**src/rtl/serial_add_ctrl.sv**
```systemverilog
// Bit-serial add/subtract controller: operands are shifted LSB-first through one
// gate-level full adder, with carry-out and signed overflow returned through valid/ready.

module FULL_ADDER (
    input  logic A,
    input  logic B,
    input  logic Cin,
    output logic S,
    output logic Cout
);
    logic ab_x_s;
    logic ab_a_s;
    logic cx_a_s;

    xor g_x0 (ab_x_s, A, B);
    xor g_x1 (S, ab_x_s, Cin);
    and g_a0 (ab_a_s, A, B);
    and g_a1 (cx_a_s, ab_x_s, Cin);
    or  g_o0 (Cout, ab_a_s, cx_a_s);
endmodule

module serial_add_ctrl #(
    parameter int WIDTH = 8
) (
    input  logic             clk,
    input  logic             rstn,
    input  logic             in_valid,
    output logic             in_ready,
    input  logic [WIDTH-1:0] in_a,
    input  logic [WIDTH-1:0] in_b,
    input  logic             in_sub,
    output logic             out_valid,
    input  logic             out_ready,
    output logic [WIDTH-1:0] out_sum,
    output logic             out_cout,
    output logic             out_ovf,
    output logic             busy
);
    localparam int CNT_W = $clog2(WIDTH);

    typedef enum logic [1:0] {
        ST_IDLE = 2'd0,
        ST_RUN  = 2'd1,
        ST_DONE = 2'd2
    } state_t;

    state_t           state_q, state_d;
    logic [WIDTH-1:0] a_q, a_d;
    logic [WIDTH-1:0] b_q, b_d;
    logic [WIDTH-1:0] sum_q, sum_d;
    logic             carry_q, carry_d;
    logic             cmsb_q, cmsb_d;
    logic             ovf_q, ovf_d;
    logic [CNT_W-1:0] cnt_q, cnt_d;
    logic             fa_s;
    logic             fa_cout;

    FULL_ADDER u_fa (
        .A    (a_q[0]),
        .B    (b_q[0]),
        .Cin  (carry_q),
        .S    (fa_s),
        .Cout (fa_cout)
    );

    // Next-state and datapath updates for the IDLE/RUN/DONE sequence
    always_comb begin
        state_d = state_q;
        a_d     = a_q;
        b_d     = b_q;
        sum_d   = sum_q;
        carry_d = carry_q;
        cmsb_d  = cmsb_q;
        ovf_d   = ovf_q;
        cnt_d   = cnt_q;
        case (state_q)
            ST_IDLE: begin
                if (in_valid) begin
                    // Subtraction is A + ~B + 1, the +1 entering as the initial carry
                    a_d     = in_a;
                    b_d     = in_sub ? ~in_b : in_b;
                    carry_d = in_sub;
                    cnt_d   = {CNT_W{1'b0}};
                    sum_d   = {WIDTH{1'b0}};
                    state_d = ST_RUN;
                end else begin
                    state_d = ST_IDLE;
                end
            end
            ST_RUN: begin
                sum_d   = {fa_s, sum_q[WIDTH-1:1]};
                carry_d = fa_cout;
                a_d     = a_q >> 1;
                b_d     = b_q >> 1;
                if (cnt_q == CNT_W'(WIDTH - 2)) begin
                    cmsb_d = fa_cout;
                end else begin
                    cmsb_d = cmsb_q;
                end
                // Counter parks on the MSB index instead of wrapping
                if (cnt_q == CNT_W'(WIDTH - 1)) begin
                    ovf_d   = fa_cout ^ cmsb_q;
                    cnt_d   = cnt_q;
                    state_d = ST_DONE;
                end else begin
                    cnt_d   = cnt_q + CNT_W'(1);
                    state_d = ST_RUN;
                end
            end
            ST_DONE: begin
                if (out_ready) begin
                    state_d = ST_IDLE;
                end else begin
                    state_d = ST_DONE;
                end
            end
            default: begin
                state_d = ST_IDLE;
            end
        endcase
    end

    // State and datapath registers
    always_ff @(posedge clk or negedge rstn) begin
        if (!rstn) begin
            state_q <= ST_IDLE;
            a_q     <= {WIDTH{1'b0}};
            b_q     <= {WIDTH{1'b0}};
            sum_q   <= {WIDTH{1'b0}};
            carry_q <= 1'b0;
            cmsb_q  <= 1'b0;
            ovf_q   <= 1'b0;
            cnt_q   <= {CNT_W{1'b0}};
        end else begin
            state_q <= state_d;
            a_q     <= a_d;
            b_q     <= b_d;
            sum_q   <= sum_d;
            carry_q <= carry_d;
            cmsb_q  <= cmsb_d;
            ovf_q   <= ovf_d;
            cnt_q   <= cnt_d;
        end
    end

    assign in_ready  = (state_q == ST_IDLE);
    assign busy      = (state_q == ST_RUN);
    assign out_valid = (state_q == ST_DONE);
    assign out_sum   = sum_q;
    assign out_cout  = carry_q;
    assign out_ovf   = ovf_q;
endmodule

```
**config.mk**
```make
export PLATFORM = sky130hd
export DESIGN_NAME = serial_add_ctrl
export DESIGN_NICKNAME = d
export VERILOG_FILES = /design/src/rtl/serial_add_ctrl.sv
export SDC_FILE = /design/constraint.sdc
export NUM_CORES = 1
export LEC_CHECK = 0
export CORE_MARGIN = 4
export CORE_UTILIZATION = 53
export DETAILED_ROUTE_END_ITERATION = 12
export GPL_TIMING_DRIVEN = 0
export PLACE_DENSITY = 0.83
export SLEW_MARGIN = 10
export SYNTH_ARGS = -nofsm -noshare
export SYNTH_HDL_FRONTEND = slang
export SYNTH_SLANG_ARGS = --single-unit
export TNS_END_PERCENT = 1
```
**constraint.sdc**
```tcl
create_clock -name clk -period 3.9 [get_ports clk]
set_clock_uncertainty 0.15 [all_clocks]
set_input_delay 0.78 -clock clk [delete_from_list [all_inputs] [get_ports clk]]
set_output_delay 0.78 -clock clk [all_outputs]
set_load 0.05 [all_outputs]
```
==> metrics.txt, run 1 <==
status finished clean; #FFs+latches synth 32; Tmin final roughly 3.3 ns; Initial Utilization about 56%; post-synthesis sequential area ratio 51.04%; Synth Cell Area ~1600 um2; H-tree lvl count 2; cts repair resizes 0; RSZ-0062 raised after global routing false; Critical Path Fanout Max 10; Post-DP Area roughly 1900 um2; Layout Area Growth over Synthesis 25.52%; FFs w/ async S/R, synth 100.0%; CP cell instances nand2b_1 -> buf_4 -> inv_4 -> clkbuf_1 -> clkdlybuf4s50_1; Die Width around 62 um; Top FF cell, synth dfrtp_1; worst min path class input pin to async pin; count of unique library cells instantiated by Yosys 33; Critical Path RT about 3 ns; M3 GR Usage under 10%; worst slew pin tran a little under 0.7 ns; DP Wirelength 2.511 mm; Worst EP arrival between 2 and 2.5 ns; root buffer cell clkbuf_4; Die Height around 62 um; depth of the most critical reg-to-reg path 6; Worst-path clk slew ~0.090 ns; CP max stage cell clkdlybuf4s50_1; leading cell type in the layout, fill and taps excluded dfrtp_1; clk_lat worst skew between 0.3 and 0.4 ns; total number of vias about 1.2k; Setup crit end kind output port; crit start category flip-flop; Port Buffers 32; I/O Pins 34; WL final between 3 and 4 mm; drt pass-1 iters 4; CTS buffer count 5; Yosys warning count 0; initial antenna violation count 0; largest net degree at the start of global routing 33; R2R Path Start state_q[1]$_DFF_PN0_; Final GP Congestion 0.7236; worst rel slew slack 54.60%; PD cells just over 800 nW/um2; fmax about 300 MHz; final period utilization between 80% and 90%; largest incremental delay on the critical path between 0.8 and 0.9 ns; Slew Viols, Final 0; fraction of layout cells with a size suffix above 1 11.96%; Post-Syn Instances about 150; Crit Path Class flip-flop to output port; TritonCTS Sinks 32; Total Routing Usage GR between 10% and 20%; die area ~3900 um2; Post-DRT Antenna Nets 0; # setup viols final 0; fill count ~230; global-route wire length before repair about 5.7 mm; VDD IR max roughly 0.68 mV; R2R Setup Slk between 2 and 2.5 ns; mean routed wirelength per cell 15.58 um; TNS Setup 0 ns; Leakage 0.9145 nW; n_diodes 0; r2r endpoint b_q[2]$_DFFE_PN0P_; post-DR vias/cell approximately 5.6; DR iter-0 viols a little under 90; Comb pwr share a little over half; # rows 19; met1 GRT Util 20.66%; CTS Buffer Depth 2; Psw around 0.72 mW; clock share of power 10.7%; Mapped Nets 170; area of the core between 2000 and 3000 um2; most frequent cells in the layout dfrtp_1, clkdlybuf4s50_1, nand2_1, nor2_1, xnor2_1; Post-route DRC 0; Internal 0.8894 mW; total of max-cap violations 0; Avg Cell Area, Syn 10.82 um2; Final nets ~210; grt peak-use layer met2; sw frac ~45%; M2 GR Usage about a third; # Post-CTS Setup Buffers 0; GR Overflow Total 0; sequential power share between 30% and 40%; Post-synth EDFFs 0; TritonCTS clock tree done; Final Hold Fails 0; vias in the first global route roughly 1.3k; Design Area, Final ~2000 um2; hold_buf cts 0
## metrics by stage
step                      setup WS (ns)  utilization [%]  std cells  power [mW]  hold slack [ns]
after global placement           0.9734            69.32        208       1.412           0.3243
after CTS                        0.5505            70.81        215       1.622           0.3501
after global routing             0.4407            70.81        215       1.729           0.3648
final                            0.5646            70.81        215       1.609           0.3261
after floorplan                   1.602                -        145       1.187           0.3061
after detailed placement         0.9231            69.14        208       1.447           0.3258
## cells in the mapped netlist, types with 2 or more instances
master	n	area share, %
a21oi_1	8	2.6
a221o_1	7	4.5
and3b_1	7	3.9
buf_2	3	0.96
buf_6	2	1.4
clkbuf_1	2	0.48
dfrtp_1	32	51
ha_1	3	2.4
inv_1	6	1.4
nand2_1	17	4.1
nand2b_1	3	1.2
nand3_1	8	2.6
nand3_2	2	1.3
nor2_1	9	2.2
o21ai_0	2	0.64
o21ai_2	2	1.1
o2bb2ai_1	8	4.5
xnor2_1	9	5.0
## worst max path at each step
stage / startpoint / to / slack [ns] / cells past startpoint
6_report: state_q[1]$_DFF_PN0_ / busy / 0.56 / 5
2_1_floorplan: state_q[1]$_DFF_PN0_ / busy / 1.60 / 4
3_3_place_gp: state_q[1]$_DFF_PN0_ / busy / 0.97 / 5
3_5_place_dp: state_q[1]$_DFF_PN0_ / busy / 0.92 / 5
4_1_cts: state_q[1]$_DFF_PN0_ / busy / 0.55 / 5
5_1_grt: state_q[1]$_DFF_PN0_ / busy / 0.44 / 5
## sequential cells by signal, summed over array words and instances, names as in the netlist
register  flops
cnt_q         3
b_q           8
state_q       2
out_ovf       1
out_cout      1
a_q           8
out_sum       8
cmsb_q        1
## cells by family (layout without fill, tap and decap cells)
family                   Yosys count  in the layout  share of synthesized area [%]
flip-flops                        32             32                          51.04
adder cells (fa/ha/maj)            4              4                          3.669
buffers and inverters             17             56                          6.459
AND/OR/NAND/NOR                   49             49                          16.59
AO/OA/AOI/OAI                     32             32                          15.87
XOR/XNOR                           9              9                          5.024
multiplexers                       2              2                          1.356
## critical path, delay by kind of cell, from the launching register on
family / cells / cell delay, ns
simple gates: 1 / 0.16
flops: 1 / 0.41
buf+inv: 4 / 1.50
## power groups by stage
| stage | logic (mW) | registers [mW] | clock network, mW |
|---|---|---|---|
| 6_report | 0.868 | 0.569 | 0.172 |
| 5_1_grt | 0.949 | 0.586 | 0.194 |
| 4_1_cts | 0.878 | 0.569 | 0.175 |
| 3_5_place_dp | 0.872 | 0.575 | 0 |
| 3_3_place_gp | 0.846 | 0.566 | 0 |
| 2_1_floorplan | 0.490 | 0.698 | 0 |
## per-layer routing
metal  wire (um)  share of wire, %  vias up
met5           0                 0        -
li1            -                 -      585
met3         146               4.4        7
met1        1406                42      578
met4          59               1.8        0
met2        1736                52       24
## layout make-up
type / instances / area [um2] / area share (%)
Multi-Input combinational cell: 96 / 666.9 / 33.86
Tap cell: 31 / 38.79 / 1.970
Clock buffer: 6 / 41.29 / 2.097
Timing Repair Buffer: 32 / 315.3 / 16.01
Inverter: 7 / 28.78 / 1.461
Buffer: 10 / 72.57 / 3.685
Sequential cell: 32 / 800.8 / 40.66
Clock inverter: 1 / 5.005 / 0.2541
No activity file was read; power rests on OpenSTA's default activity.
==> inputs of run 2 (changes only) <==
Settings changed: CORE_UTILIZATION 53 to 60, CTS_BUF_LIST set to sky130_fd_sc_hd__clkbuf_16, DONT_BUFFER_PORTS set to 1, PLACE_DENSITY 0.83 to 0.76.
==> run 2 against run 1 <==
Effect of this change: clock power rose to 2.5 times the previous value; via count fell by 4.6%; largest power group is now registers; power rose by 9.7%; worst setup slack improved by 0.59 ns; combinational power fell by 31%; count of clock-buffer cells in the layout fell by 1; non-clock buffer count fell by 32; largest cell class unchanged.
==> metrics.txt, run 2 (synthesis results as in run 1) <==
status finished clean; Final Hold Fails 0 (unchanged); Post-route DRC 0 (unchanged); largest net degree at the start of global routing 33 (unchanged); mean routed wirelength per cell 18.08 um (+16%); fraction of layout cells with a size suffix above 1 13.73% (+1.8 points); Slew Viols, Final 0 (unchanged); fmax 364.2 MHz (+21%); Post-DRT Antenna Nets 0 (unchanged); # rows 18 (-1); CTS buffer count 5 (unchanged); Leakage 0.8429 nW (-7.8%); depth of the most critical reg-to-reg path 5 (-1); TritonCTS Sinks 32 (unchanged); CTS Buffer Depth 2 (unchanged); Layout Area Growth over Synthesis 12.76%; Worst EP arrival 1.82 ns (-0.59 ns); total number of vias 1139 (-4.6%); largest incremental delay on the critical path 0.74 ns (-0.15 ns); I/O Pins 34 (unchanged); TNS Setup 0 ns (unchanged); Total Routing Usage GR 21.65% (+3.3 points); Initial Utilization 63.33% (+6.9 points); DP Wirelength 2.258 mm (-10%); Setup crit end kind output port; cts repair resizes 0 (unchanged); GR Overflow Total 0 (unchanged); Die Height 59.14 um (-5.2%); Die Width 59.14 um (-5.2%); VDD IR max 0.5908 mV (-13%); RSZ-0062 raised after global routing false; # Post-CTS Setup Buffers 0 (unchanged); worst min path class input pin to async pin; CP max stage cell clkbuf_1; R2R Setup Slk 1.46 ns (-0.73 ns); Final GP Congestion 0.7179 (-0.79%); leading cell type in the layout, fill and taps excluded dfrtp_1; most frequent cells in the layout dfrtp_1, nand2_1, nor2_1, xnor2_1; Crit Path Class flip-flop to output port; Critical Path RT 2.97 ns (about the same); TritonCTS clock tree done; Largest delay share family, worst path buffers and inverters; vias in the first global route 1206 (-5.6%); die area 3497 um2 (-10%); R2R Path Start state_q[0]$_DFF_PN0_; Worst-path clk slew 0.05 ns (-0.04 ns); initial antenna violation count 0 (unchanged); Critical path buffers and inverters 3 (-1); Tot Pwr 1.765 mW (+9.7%); total of max-cap violations 0 (unchanged); worst rel slew slack 31.92% (-23 points); n_diodes 0 (unchanged); r2r endpoint b_q[3]$_DFFE_PN0P_; Port Buffers 0 (-100%); global-route wire length before repair 5.520 mm (-3.1%); final period utilization 70.40% (-15 points); Critical Path Fanout Max 10 (unchanged); CP cell instances nand2b_1 -> buf_4 -> inv_4 -> clkbuf_1; H-tree lvl count 2 (unchanged); post-DR vias/cell 6.224 (+12%); hold_buf cts 0 (unchanged); root buffer cell clkbuf_16; crit start category flip-flop; drt pass-1 iters 4 (unchanged); WL final 3.309 mm (-1.2%); Final nets 177 (-15%); clk_lat worst skew 0.28 ns (-0.05 ns); area of the core 2477 um2 (-11%); DR iter-0 viols 45 (-48%); # setup viols final 0 (unchanged); Tmin final 2.745 ns (-0.5900 ns); PD cells 997.7 nW/um2 (+22%); worst slew pin tran 1.017 ns (+0.3364 ns)
-- run 2: cell types whose count changed in the layout (fill, tap and decap cells not counted) --
| cell | previous run | this run |
|---|---|---|
| clkbuf_4 | 5 | 0 |
| clkinv_2 | 1 | 0 |
| buf_2 | 4 | 3 |
| bufinv_16 | 0 | 1 |
| clkbuf_16 | 0 | 5 |
| clkinv_1 | 0 | 2 |
| clkdlybuf4s50_1 | 31 | 0 |
| clkbuf_1 | 3 | 2 |
-- run 2: stage by stage --
step | utilization (%) | worst slack, ns | hold WS [ns] | cells | cell area [um2]
finish | 71.41 | 1.155 | 0.04172 | 183 | 1769
global route | 71.41 | 1.068 | 0.03411 | 183 | 1769
CTS | 71.41 | 1.169 | 0.04148 | 183 | 1769
detailed placement | 64.85 | 1.457 | 0.3238 | 175 | 1607
global placement | 64.85 | 1.478 | 0.3211 | 175 | 1607
floorplan | - | 1.602 | 0.3061 | 145 | 1569
-- run 2: final cells by class --
cell class | instances | area (um2)
clock buffers | 5 | 125.1
clock inverters | 3 | 37.54
fillers | 186 | 708.2
inverters | 7 | 28.78
multi-input cells | 96 | 666.9
plain buffers | 10 | 72.57
flip-flops and latches | 32 | 800.8
well taps | 30 | 37.54
-- run 2: worst max-delay path by stage --
| stage | start | depth (start not counted) | slack, ns | endpoint |
|---|---|---|---|---|
| 2_1_floorplan | state_q[1]$_DFF_PN0_ | 4 | 1.60 | busy |
| 5_1_grt | state_q[1]$_DFF_PN0_ | 4 | 1.07 | busy |
| 3_5_place_dp | state_q[0]$_DFF_PN0_ | 5 | 1.46 | b_q[3]$_DFFE_PN0P_ |
| 4_1_cts | state_q[1]$_DFF_PN0_ | 4 | 1.17 | busy |
| 3_3_place_gp | state_q[1]$_DFF_PN0_ | 4 | 1.48 | busy |
| 6_report | state_q[1]$_DFF_PN0_ | 4 | 1.15 | busy |
-- run 2: report_power, final --
group          internal (mW)  switching (mW)
Sequential             0.475           0.250
Clock                  0.296           0.140
Combinational          0.247           0.357
Total                   1.02           0.746
-- run 2: worst reg2reg max path, stage by stage (launching register included) --
cell	delay (ns)
dfrtp_1	0.37
clkbuf_2	0.17
nor2_1	0.79
a21oi_2	0.25
buf_2	0.26
a221o_1	0.33
-- run 2: layer usage --
metal  GRT usage, %  wire length [um]
met1          24.36              1370
met2          35.33              1626
met3          9.150               206
met4          10.36               105
met5              0                 0
